===== config.mk =====
export PLATFORM = sky130hd
export DESIGN_NAME = detection_result_queue
export DESIGN_NICKNAME = d
export VERILOG_FILES = /design/src/rtl/detection_result_queue_pkg.sv /design/src/rtl/detection_result_queue_fifo.sv /design/src/rtl/detection_result_queue.sv
export SDC_FILE = /design/constraint.sdc
export NUM_CORES = 1
export LEC_CHECK = 0
export CAP_MARGIN = 20
export CORE_UTILIZATION = 50
export CTS_BUF_LIST = sky130_fd_sc_hd__clkbuf_8
export DETAILED_ROUTE_END_ITERATION = 6
export MAX_ROUTING_LAYER = met4
export PLACE_DENSITY = 0.77
export SYNTH_ARGS = -nofsm -noshare
export SYNTH_HDL_FRONTEND = slang
export SYNTH_SLANG_ARGS = --single-unit

===== constraint.sdc =====
create_clock -name clk -period 5.4 [get_ports clk]
set_input_delay 1.08 -clock clk [delete_from_list [all_inputs] [get_ports clk]]
set_output_delay 1.08 -clock clk [all_outputs]
set_load 0.02 [all_outputs]

===== src/rtl/detection_result_queue_pkg.sv =====
`default_nettype none
// ---------------------------------------------------------------------------
// pkg_detectionQueue: shared types and defaults for the detection result queue
// Revision: 1.0
// ---------------------------------------------------------------------------
package pkg_detectionQueue;

  localparam int DEFAULT_DEPTH      = 16;
  localparam int DEFAULT_COUNT_BITS = 32;
  localparam int DEFAULT_ROW_BITS   = 10;
  localparam int DEFAULT_COL_BITS   = 10;
  localparam int DEFAULT_SCALE_BITS = 4;

  typedef struct packed {
    logic [DEFAULT_SCALE_BITS-1:0] scale;
    logic [DEFAULT_COL_BITS-1:0]   y;
    logic [DEFAULT_ROW_BITS-1:0]   x;
  } detection_t;

  typedef enum logic [1:0] {
    IDLE = 2'd0,
    ACK  = 2'd1,
    WAIT = 2'd2
  } ackState_t;

endpackage
`default_nettype wire


===== src/rtl/detection_result_queue_fifo.sv =====
`default_nettype none
// ---------------------------------------------------------------------------
// detection_fifo: first-word-fall-through synchronous FIFO with occupancy
// Revision: 1.0
// ---------------------------------------------------------------------------
module detection_fifo #(
  parameter int DEPTH = 16,
  parameter int WIDTH = 24
) (
  input  logic                     clk,
  input  logic                     reset,
  input  logic                     push,
  input  logic [WIDTH-1:0]         push_data,
  input  logic                     pop,
  output logic [WIDTH-1:0]         head_data,
  output logic                     full,
  output logic                     empty,
  output logic [$clog2(DEPTH):0]   level
);

  localparam int AW = $clog2(DEPTH);
  localparam logic [AW:0] PTR_ONE = {{AW{1'b0}}, 1'b1};

  logic [AW:0]      wr_ptr;
  logic [AW:0]      rd_ptr;
  logic [WIDTH-1:0] mem [DEPTH];
  logic             do_push;
  logic             do_pop;

  // A pop frees the slot in the same cycle, so a full FIFO may still take a push.
  assign do_pop  = pop & ~empty;
  assign do_push = push & (~full | do_pop);

  assign empty     = (wr_ptr == rd_ptr);
  assign full      = (wr_ptr[AW] != rd_ptr[AW]) && (wr_ptr[AW-1:0] == rd_ptr[AW-1:0]);
  assign level     = wr_ptr - rd_ptr;
  assign head_data = empty ? '0 : mem[rd_ptr[AW-1:0]];

  always_ff @(posedge clk) begin
    if (reset) begin
      wr_ptr <= '0;
      rd_ptr <= '0;
    end else begin
      if (do_push) wr_ptr <= wr_ptr + PTR_ONE;
      if (do_pop)  rd_ptr <= rd_ptr + PTR_ONE;
    end
  end

  always_ff @(posedge clk) begin
    if (do_push) mem[wr_ptr[AW-1:0]] <= push_data;
  end

endmodule
`default_nettype wire


===== src/rtl/detection_result_queue.sv =====
`default_nettype none
// ---------------------------------------------------------------------------
// detection_result_queue: acknowledges cascade results, keeps statistics and
// queues passing windows for the host. Revision: 1.0
// ---------------------------------------------------------------------------
module detection_result_queue
  import pkg_detectionQueue::*;
#(
  parameter int DEPTH        = DEFAULT_DEPTH,
  parameter int ROW_BITS     = DEFAULT_ROW_BITS,
  parameter int COL_BITS     = DEFAULT_COL_BITS,
  parameter int SCALE_BITS   = DEFAULT_SCALE_BITS,
  parameter int COUNT_BITS   = DEFAULT_COUNT_BITS,
  parameter bit DROP_ON_FULL = 1'b0
) (
  input  logic                                 clk,
  input  logic                                 reset,
  input  logic                                 res_valid,
  input  logic                                 res_passfail,
  input  logic [ROW_BITS-1:0]                  res_x,
  input  logic [COL_BITS-1:0]                  res_y,
  input  logic [SCALE_BITS-1:0]                res_scale,
  output logic                                 res_taken,
  output logic                                 out_valid,
  input  logic                                 out_ready,
  output logic [SCALE_BITS+COL_BITS+ROW_BITS-1:0] out_data,
  input  logic                                 clear_stats,
  output logic [COUNT_BITS-1:0]                cnt_windows,
  output logic [COUNT_BITS-1:0]                cnt_detect,
  output logic [COUNT_BITS-1:0]                cnt_dropped,
  output logic [$clog2(DEPTH):0]               fifo_level
);

  localparam int DATA_W = SCALE_BITS + COL_BITS + ROW_BITS;
  localparam logic [COUNT_BITS-1:0] CNT_ONE = {{(COUNT_BITS-1){1'b0}}, 1'b1};

  ackState_t state;
  ackState_t next_state;

  logic fifo_full;
  logic fifo_empty;
  logic pop;
  logic room;
  logic accept;
  logic push;
  logic drop;

  assign pop    = out_valid & out_ready;
  assign room   = ~fifo_full | pop;
  assign accept = (state == IDLE) & res_valid & (~res_passfail | room | DROP_ON_FULL);
  assign push   = accept & res_passfail & room;
  assign drop   = accept & res_passfail & ~room;

  detection_fifo #(
    .DEPTH (DEPTH),
    .WIDTH (DATA_W)
  ) u_fifo (
    .clk       (clk),
    .reset     (reset),
    .push      (push),
    .push_data ({res_scale, res_y, res_x}),
    .pop       (pop),
    .head_data (out_data),
    .full      (fifo_full),
    .empty     (fifo_empty),
    .level     (fifo_level)
  );

  assign out_valid = ~fifo_empty;

  always_ff @(posedge clk) begin
    if (reset) state <= IDLE;
    else       state <= next_state;
  end

  // WAIT blocks re-acknowledging a result the processor has not yet withdrawn.
  always_comb begin
    next_state = state;
    case (state)
      IDLE:    if (accept) next_state = ACK;
      ACK:     next_state = WAIT;
      WAIT:    if (!res_valid) next_state = IDLE;
      default: next_state = IDLE;
    endcase
  end

  always_comb begin
    res_taken = (state == ACK);
  end

  // Saturating statistics; clear_stats overrides a coincident increment.
  always_ff @(posedge clk) begin
    if (reset || clear_stats) begin
      cnt_windows <= '0;
      cnt_detect  <= '0;
      cnt_dropped <= '0;
    end else begin
      if (accept && (cnt_windows != '1)) cnt_windows <= cnt_windows + CNT_ONE;
      if (push   && (cnt_detect  != '1)) cnt_detect  <= cnt_detect  + CNT_ONE;
      if (drop   && (cnt_dropped != '1)) cnt_dropped <= cnt_dropped + CNT_ONE;
    end
  end

endmodule
`default_nettype wire


==> results of run 1 <==
## per-stage QoR
stage          hold WS, ns  worst slack [ns]  instance area [µm²]
6_report             0.458             0.966                23400
5_1_grt              0.472             0.784                23400
4_1_cts              0.461             0.670                23400
3_5_place_dp         0.444             0.988                21900
3_3_place_gp         0.442              1.08                21900
2_1_floorplan        0.485              1.14                19600
## flip-flops by register name, indices dropped and copies added (netlist names), named ones only
name / count
u_fifo.mem: 384
cnt_detect: 32
cnt_dropped: 32
cnt_windows: 32
u_fifo.rd_ptr: 5
u_fifo.wr_ptr: 5
state: 2
## per-layer routing
metal / part of all wire / vias to the layer above
met5: 0 / -
met4: 0.019 / 0
met3: 0.075 / 66
met2: 0.48 / 420
met1: 0.42 / 5604
li1: - / 5001
## worst min-delay path by stage
stage                                             from                      endpoint  slack, ns  depth (start not counted)
after floorplan                  state[1]$_SDFFE_PP0P_         state[1]$_SDFFE_PP0P_       0.49                          2
after global placement    cnt_dropped[24]$_SDFFE_PP0P_  cnt_dropped[24]$_SDFFE_PP0P_       0.44                          1
after detailed placement  cnt_dropped[18]$_SDFFE_PP0P_  cnt_dropped[18]$_SDFFE_PP0P_       0.44                          1
after CTS                 cnt_dropped[24]$_SDFFE_PP0P_  cnt_dropped[24]$_SDFFE_PP0P_       0.46                          1
after global routing      cnt_dropped[17]$_SDFFE_PP0P_  cnt_dropped[17]$_SDFFE_PP0P_       0.47                          1
final                     cnt_dropped[14]$_SDFFE_PP0P_  cnt_dropped[14]$_SDFFE_PP0P_       0.46                          1
## area by class of cell
type / instances / area share
clock buffers: 85 / 0.0499
clock inverters: 53 / 0.0139
inverters: 19 / 0.00304
multi-input cells: 584 / 0.240
flip-flops and latches: 496 / 0.588
well taps: 518 / 0.0277
repair buffers: 179 / 0.0768
## synth_stat cells (11+ instances only)
master and n:
nand4_1 15, or3_1 40, edfxtp_1 384, nor2_1 42, and2_1 59, a21oi_1 46, nand2_1 52, inv_1 19
nand3_1 35, clkbuf_1 39, mux4_2 120, or4_1 18, o21ai_0 32, ha_1 11, dfxtp_1 112
## power by group through the flow
stage	sequential [mW]	clock, mW	combinational [mW]
after floorplan	4.22	0	0.531
after global placement	4.23	0	0.811
after detailed placement	4.23	0	0.822
after CTS	4.15	3.10	0.826
after global routing	4.15	3.28	0.890
final	4.15	3.04	0.827
## worst max-delay path: cells and delay by family (launching register included)
family	cells	cell delay (ns)
muxes	2	1.14
buffers and inverters	2	1.02
DFF	1	0.39
and+or+nand+nor	1	0.18
## kinds of logic (layout without fill, tap and decap cells)
family	Yosys count	in the layout	share of synthesized area
simple gates	312	312	0.0879
buf+inv	76	336	0.0161
flops	496	496	0.702
xor+xnor	16	16	0.00715
fa+ha+maj	12	12	0.00804
mux	126	126	0.141
compound gates	118	118	0.0375
==> flow_summary.toml, run 1 <==
[status]
outcome = "complete, no violations"

[worst_setup_path]
crit_chain = "buf_4, mux4_2, mux4_2, and2_1, clkdlybuf4s50_1"
crit_type = "reg -> out"
crit_top_cell = "mux4_2"
critPathSlowestCell = "mux4_2"
crit_fanout = 28
r2r-end = "u_fifo.mem[15][7]$_DFFE_PP_"
cp.arrival_ns = 3.35
required_ns = 4.32
r2r_slack_ns = 1.78
r2r-start = "u_fifo.wr_ptr[3]$_SDFFE_PP0P_"
crit_path_end = "out_data[1]"
slowest_delay_ns = 0.60
startpoint_type = "flip-flop"
r2r_cells = 6
endpoint_kind = "output pin"

[grt]
grt_max_degree = 53
met3_usage = 0.0529
met1_usage = 0.286
antenna_found_initial = 0
grt_use_total = 0.219
grtUsageMet2 = 0.340
busiest_layer = "met2"
grt.overflow.total = 0
grt_pass1_wl_mm = 63.5
grt_pass1_vias = 11200

[clock_tree]
htree_num_levels = 3
insertion_delay_ns = 0.62
post_cts_buffers = 0
root_buffer = "clkbuf_8"
cts_buffers = 79
ctsResizeCount = 0
cts.sinks = 496
cts_tree = "built"
hold_buffers = 0
path_clk_slew_ns = 0.06
clockBufferDepth = 3

[power_and_ir_drop]
sw_frac_of_total = 0.232
clkPwrFrac = 0.379
peakVddDrop_mv = 0.212
power.density_nw_per_um2 = 342
report.power.total_mw = 8.01
comb_power_share = 0.103
p_leak_nw = 7.30
intPower_mw = 6.15
seqPwrFrac = 0.518
p_sw_mw = 1.86

[job]
drv_cap = 0

[sta]
fin_crit_ns = 4.43
tightest_slew_ns = 1.06
relSlewSlack = 0.290
finalSetupTns_ns = 0
setup_viol = 0
rsz0062_at_grt = "false"
max_freq_mhz = 226
finalClockSkew_ns = 0.0275
drv_slew = 0
finalHoldViolCount = 0
fin_crit_sh = 0.821

[synth]
synth-seq-cells = 496
ys_types = 54
synth-edff-count = 384
async_flop_share = 0
synth.avg_cell_area_um2 = 17.0
synth_area_leaders = "edfxtp_1 (59%), mux4_2 (14%), dfxtp_1 (11%)"
synth_nets = 1198
syn_inst = 1156
yosys.area.top_type = "edfxtp_1"
yosys_most_used_dff = "edfxtp_1"
synth.cell_area_um2 = 19600
yosys_warnings = 0
yosysSeqAreaShare = 0.702
synth_top_area_frac = 0.588

[place]
gp_congestion = 0.851
dp.final_hpwl_mm = 25.1
port_buffers = 156
place_inst = 1792

[finish]
register_area_um2 = 13800
finalNonFillerCells = 1934
final_cell_mix = "edfxtp_1 (384), clkdlybuf4s50_1 (156), mux4_2 (120)"
diodes = 0
areaGrowthSynthToFinish_pct = 19.5
nFillCells = 2768
drive_gt1_frac = 0.196
final_nets = 1401
postLayoutCoreUtil = 0.606
final_common_cell = "edfxtp_1"
multiInputGateArea_um2 = 5630

[floorplanning]
core_area_um2 = 38600
ioPinCount = 157
die_x_um = 200
num_rows = 72
die_h_um = 200
dieArea_um2 = 40000
start_util = 0.507

[routing]
drc = 0
ant_nets = 0
dr_total_vias = 11100
drtIter0Drc = 723
wire_per_inst_um = 21.3
dr.pass1.iters = 5
routed_via_density = 5.73
wirelength_mm = 41.3

[hold_path]
hold_class = "reg -> reg"
(Power assumes the default switching activity.)
==> inputs of run 2 (changes only) <==
--- a/config.mk
+++ b/config.mk
@@ -10,7 +10,7 @@
 export CTS_BUF_LIST = sky130_fd_sc_hd__clkbuf_8
 export DETAILED_ROUTE_END_ITERATION = 6
 export MAX_ROUTING_LAYER = met4
-export PLACE_DENSITY = 0.77
+export PLACE_DENSITY = 0.8
 export SYNTH_ARGS = -nofsm -noshare
 export SYNTH_HDL_FRONTEND = slang
 export SYNTH_SLANG_ARGS = --single-unit
==> constraint.sdc (replaced) <==
create_clock -name clk -period 3.7 [get_ports clk]
set_input_delay 0.74 -clock clk [delete_from_list [all_inputs] [get_ports clk]]
set_output_delay 0.74 -clock clk [all_outputs]
set_load 0.02 [all_outputs]
==> run 2 against run 1 <==
The flow now finishes with violations (DRC). Critical path depth up 1. Flip-flop and latch count unchanged. Clock power up 40%. Largest cell class unchanged. Largest power group unchanged.
==> flow_summary.toml, run 2 (synthesis gave the netlist of run 1 again) <==
[status]
outcome = "finished, violations left"
failed_checks = "DRC"

[power_and_ir_drop]
comb_power_share = 0.113
intPower_mw = 8.87
p_sw_mw = 2.76
peakVddDrop_mv = 0.281
power.density_nw_per_um2 = 486
seqPwrFrac = 0.521
clkPwrFrac = 0.367
sw_frac_of_total = 0.237
p_leak_nw = 7.63
report.power.total_mw = 11.6

[worst_setup_path]
endpoint_kind = "output pin"
slowest_delay_ns = 0.54
cp.depth = 6
crit_type = "reg -> out"
crit_path_end = "out_data[22]"
required_ns = 2.96
startpoint_type = "flip-flop"
cp_top_family = "multiplexers"
r2r_slack_ns = 0.84
crit_buf_inv = 3
r2r_cells = 9
r2r-end = "cnt_detect[21]$_SDFFE_PP0P_"
r2r-start = "u_fifo.rd_ptr[1]$_SDFFE_PP0N_"
critPathSlowestCell = "mux4_2"
crit_chain = "buf_8, clkbuf_16, mux4_2, mux4_2, and2_1, dlygate4sd2_1"
crit_top_cell = "mux4_2"
cp.arrival_ns = 2.95
crit_fanout = 8

[floorplanning]
die_h_um = 200
num_rows = 72
start_util = 0.507
ioPinCount = 157
die_x_um = 200
dieArea_um2 = 40000
core_area_um2 = 38600

[sta]
max_freq_mhz = 271
drv_slew = 0
fin_crit_ns = 3.69
finalSetupTns_ns = 0
finalClockSkew_ns = 0.0159
finalHoldViolCount = 0
fin_crit_sh = 0.998
rsz0062_at_grt = "true"
tightest_slew_ns = 0.794
relSlewSlack = 0.470
setup_viol = 0

[routing]
drc = 1
routed_via_density = 5.84
wirelength_mm = 45.7
dr.pass1.iters = 7
wire_per_inst_um = 23.1
ant_nets = 0
dr_total_vias = 11500
drtIter0Drc = 879

[clock_tree]
path_clk_slew_ns = 0.06
root_buffer = "clkbuf_8"
cts_tree = "built"
clockBufferDepth = 3
cts.sinks = 496
cts_buffers = 79
insertion_delay_ns = 0.62
htree_num_levels = 3

[grt]
antenna_found_initial = 0
grt_max_degree = 39
grt_use_total = 0.239
grt_pass1_vias = 11700
grt_pass1_wl_mm = 67.8
grt.overflow.total = 0

[finish]
largest_reg_flops = 384
final_cell_mix = "edfxtp_1 (384), clkdlybuf4s50_1 (131), mux4_2 (120)"
drive_gt1_frac = 0.217
final_area_um2 = 23900
final_nets = 1439
finalNonFillerCells = 1977
diodes = 0
areaGrowthSynthToFinish_pct = 21.9
postLayoutCoreUtil = 0.619
nFillCells = 2684
final_common_cell = "edfxtp_1"

[place]
port_buffers = 156
place_inst = 1823
dp.final_hpwl_mm = 26.5
gp_congestion = 0.856
postPlaceCellArea_um2 = 22300

[job]
drv_cap = 0

[hold_path]
hold_class = "reg -> reg"
[run 2: cell types whose count changed in the layout (fill, tap and decap cells not counted), moves of 5 or more]
cell,change
clkbuf_8,-5
buf_12,+15
clkinv_1,+5
dlygate4sd2_1,+12
clkdlybuf4s50_1,-25
buf_4,+18
inv_1,+7
[run 2: stage by stage]
step	setup slack [ns]	hold slack, ns
finish	0.00665	0.461
CTS	-0.101	0.461
global placement	0.415	0.441
global route	-0.0830	0.467
floorplan	0.420	0.485
detailed placement	0.363	0.443
[run 2: power groups by stage]
| stage | sequential, mW | combinational (mW) | clock [mW] |
|---|---|---|---|
| finish | 6.05 | 1.31 | 4.26 |
| floorplan | 6.16 | 0.775 | 0 |
| global route | 6.05 | 1.40 | 4.61 |
| CTS | 6.06 | 1.28 | 4.34 |
| global placement | 6.17 | 1.21 | 0 |
| detailed placement | 6.17 | 1.23 | 0 |
[run 2: repair_timing]
action / in CTS / in global routing
hold buffers: 0 / 0
setup buffers: 5 / 2
gates cloned: 2 / 2
resized for setup: 47 / 11
endpoints found under the setup margin: 24 / 10
[run 2: final cells by class]
type / instances / area [µm²] / area share
repair buffers: 217 / 2330 / 0.0974
well taps: 518 / 648 / 0.0271
inverters: 19 / 71.3 / 0.00298
flip-flops and latches: 496 / 13800 / 0.577
clock inverters: 63 / 335 / 0.0140
clock buffers: 80 / 1100 / 0.0461
multi-input cells: 584 / 5640 / 0.236
[run 2: worst min-delay path by stage]
stage / start / endpoint / slack [ns] / depth (start not counted)
after detailed placement: cnt_dropped[29]$_SDFFE_PP0P_ / cnt_dropped[29]$_SDFFE_PP0P_ / 0.44 / 1
after CTS: cnt_dropped[5]$_SDFFE_PP0P_ / cnt_dropped[5]$_SDFFE_PP0P_ / 0.46 / 1
after global placement: cnt_dropped[27]$_SDFFE_PP0P_ / cnt_dropped[27]$_SDFFE_PP0P_ / 0.44 / 1
after global routing: cnt_dropped[5]$_SDFFE_PP0P_ / cnt_dropped[5]$_SDFFE_PP0P_ / 0.47 / 1
final: cnt_dropped[2]$_SDFFE_PP0P_ / cnt_dropped[2]$_SDFFE_PP0P_ / 0.46 / 1
after floorplan: state[1]$_SDFFE_PP0P_ / state[1]$_SDFFE_PP0P_ / 0.49 / 2
[run 2: layer usage]
| layer | up-vias | routed length, µm | track usage |
|---|---|---|---|
| met5 | - | 0 | - |
| met4 | 0 | 784 | 0.0729 |
| met3 | 62 | 3890 | 0.0580 |
| met2 | 533 | 23100 | 0.387 |
| met1 | 5842 | 18000 | 0.299 |
| li1 | 5104 | - | - |
[run 2: worst reg2reg max path: stages, from the launching register on]
cell and delay [ns]:
dfxtp_1 0.46, inv_1 0.07, ha_1 0.31, and4_2 0.30, a311oi_4 0.29, buf_4 0.26
o2111ai_1 0.29, buf_4 0.28, or3_1 0.35, a21oi_1 0.16
==> inputs of run 3 (changes only) <==
--- a/config.mk
+++ b/config.mk
@@ -9,8 +9,9 @@
 export CORE_UTILIZATION = 50
 export CTS_BUF_LIST = sky130_fd_sc_hd__clkbuf_8
 export DETAILED_ROUTE_END_ITERATION = 6
-export MAX_ROUTING_LAYER = met4
 export PLACE_DENSITY = 0.8
+export SLEW_MARGIN = 20
 export SYNTH_ARGS = -nofsm -noshare
 export SYNTH_HDL_FRONTEND = slang
+export SYNTH_HIERARCHICAL = 1
 export SYNTH_SLANG_ARGS = --single-unit
==> run 3 against run 2 <==
The flow now finishes without violations. Fmax is 2.1% higher. Register-to-register slack worse by 0.16 ns. Synthesized cell count is 1.7% higher. Sequential power hardly changed. Design area is 0.28% higher. First-iteration DRC count is 17% higher. Routed wire length is 1.2% higher. Critical path type unchanged. Highest routed layer is now met5.
==> flow_summary.toml, run 3 <==
[synth]
syn_inst = 1176
muxShareOfSynthArea = 0.134
yosys.area.top_type = "edfxtp_1"
synth_top_area_frac = 0.581
ys_types = 64
synth-seq-cells = 496
synth_area_leaders = "edfxtp_1 (58%), dfxtp_1 (11%), mux4_2 (6.4%)"
synth.cell_area_um2 = 19900
synth_xor_area_frac = 0.00706
yosysSeqAreaShare = 0.694
synth_compound_area_frac = 0.0543
synth_top_family_by_area = "multiplexers"
async_flop_share = 0
synth.most_common_cell = "edfxtp_1"
synth-edff-count = 384
yosys_warnings = 6
yosys.area_share.simple = 0.0847
synth_fa_ha_area_frac = 0.00794
synth_nets = 1218
yosys_most_used_dff = "edfxtp_1"
synth_common_cells = "edfxtp_1 (384), dfxtp_1 (112), mux4_2 (56), and2_1 (44)"
synth.avg_cell_area_um2 = 16.9

[job]
drv_cap = 0

[grt]
grt_pass1_wl_mm = 68.8
grt_max_degree = 51
antenna_found_initial = 2
grt.overflow.total = 0
grt_pass1_vias = 12000
grt_use_total = 0.227

[routing]
drtIter0Drc = 1032
routed_via_density = 5.94
wire_per_inst_um = 23.3
dr_total_vias = 11800
wirelength_mm = 46.3
ant_nets = 0
dr.pass1.iters = 5
drc = 0

[hold_path]
hp-start = "cnt_dropped[31]$_SDFFE_PP0P_"
hold_path_end = "cnt_dropped[31]$_SDFFE_PP0P_"
hold_class = "reg -> reg"
worstHoldPathCells = 1

[power_and_ir_drop]
p_leak_nw = 7.92
peakVddDrop_mv = 0.240
power.density_nw_per_um2 = 447

[worst_setup_path]
startpoint_type = "flip-flop"
cp.arrival_ns = 2.88
endpoint_kind = "output pin"
required_ns = 2.96
r2r-start = "u_fifo/wr_ptr[3]$_SDFFE_PP0P_"
r2r_cells = 10
crit_type = "reg -> out"
r2r_slack_ns = 0.68
r2r-end = "u_fifo/mem[15][2]$_DFFE_PP_"
crit_fanout = 16

[finish]
finalNonFillerCells = 1988
final_cell_mix = "edfxtp_1 (384), clkdlybuf4s50_1 (131), dfxtp_1 (104)"
postLayoutCoreUtil = 0.616
drive_gt1_frac = 0.197
areaGrowthSynthToFinish_pct = 20.7
final_nets = 1455
diodes = 0
nFillCells = 2721
largest_reg_flops = 384
final_common_cell = "edfxtp_1"

[clock_tree]
htree_num_levels = 3
cts.sinks = 496
insertion_delay_ns = 0.63
root_buffer = "clkbuf_8"
path_clk_slew_ns = 0.06
clockBufferDepth = 3
cts_tree = "built"
cts_buffers = 78

[sta]
drv_slew = 0
setup_viol = 0
finalSetupTns_ns = 0
fin_crit_sh = 0.978
fin_crit_ns = 3.62
max_freq_mhz = 276
rsz0062_at_grt = "false"
finalClockSkew_ns = 0.0341
hold_slack_ns = 0.460
finalHoldViolCount = 0
relSlewSlack = 0.489
tightest_slew_ns = 0.762

[status]
outcome = "complete, no violations"

[floorplanning]
die_h_um = 201
start_util = 0.510
core_area_um2 = 38900
ioPinCount = 157
num_rows = 72
dieArea_um2 = 40500
die_x_um = 201

[place]
gp_congestion = 0.821
dp.final_hpwl_mm = 26.4
place_inst = 1841
port_buffers = 156
run 3: changes by cell type in the layout (fill, tap and decap cells not counted), sizes merged, moves of 7 or more:
cell         previous run  this run
a221o                   0        24
a31oi                   2        12
a41o                    2         9
and2                   59        44
and3                    9        20
dlygate4sd2            12         4
inv                    48        39
mux2                    0        26
mux4                  120        96
nand2                  53        41
nand3                  35        25
nor2b                   1        29
run 3: metal layers:
layer | vias up | global-route usage | share of wire
met4 | 4 | 0.0901 | 0.023
met5 | - | 0 | 0.00041
li1 | 5251 | - | -
met1 | 5913 | 0.270 | 0.38
met2 | 553 | 0.388 | 0.50
met3 | 79 | 0.0656 | 0.097
run 3: logic make-up (layout without fill, tap and decap cells):
logic type / Yosys count / after routing
xor+xnor: 16 / 16
mux: 128 / 128
buf+inv: 71 / 365
compound gates: 157 / 157
fa+ha+maj: 12 / 12
flops: 496 / 496
simple gates: 296 / 296
run 3: through the flow:
stage / worst slack (ns) / instance area [µm²] / power [mW]
2_1_floorplan: 0.534 / 19900 / 6.37
3_3_place_gp: 0.188 / 22400 / 6.58
3_5_place_dp: 0.0870 / 22400 / 6.59
4_1_cts: 0.0149 / 24000 / 10.8
5_1_grt: 0.000544 / 24000 / 11.1
6_report: 0.0821 / 24000 / 10.7
run 3: timing repair:
action	CTS	global route
setup buffers	4	4
gates resized for setup	80	21
cloned	2	1
hold buffers	0	0
endpoints found under the setup margin	25	24
pin swaps	3	1
run 3: final cells by class:
class	count	area [µm²]	share of cell area
Clock buffer	81	1110	0.0465
Clock inverter	56	308	0.0128
Inverter	17	77.6	0.00324
Multi-Input combinational cell	609	5810	0.242
Sequential cell	496	13800	0.575
Tap cell	518	648	0.0270
Timing Repair Buffer	211	2220	0.0927
run 3: how the worst max path moves through the flow:
stage	endpoint	cells past startpoint
2_1_floorplan	u_fifo/mem[11][0]$_DFFE_PP_	11
3_3_place_gp	out_data[20]	8
3_5_place_dp	out_data[21]	8
4_1_cts	out_data[14]	5
5_1_grt	out_data[6]	5
6_report	out_data[14]	5
run 3: power breakdown:
part           internal (mW)  switching [mW]
Clock                   2.13            2.12
Sequential              6.02          0.0122
Combinational          0.171           0.259
run 3: critical path, stage by stage (launching register included):
cell	delay, ns
dfxtp_4	0.47
buf_12	0.20
mux4_1	0.66
mux2_2	0.32
a221o_1	0.30
clkdlybuf4s15_1	0.29
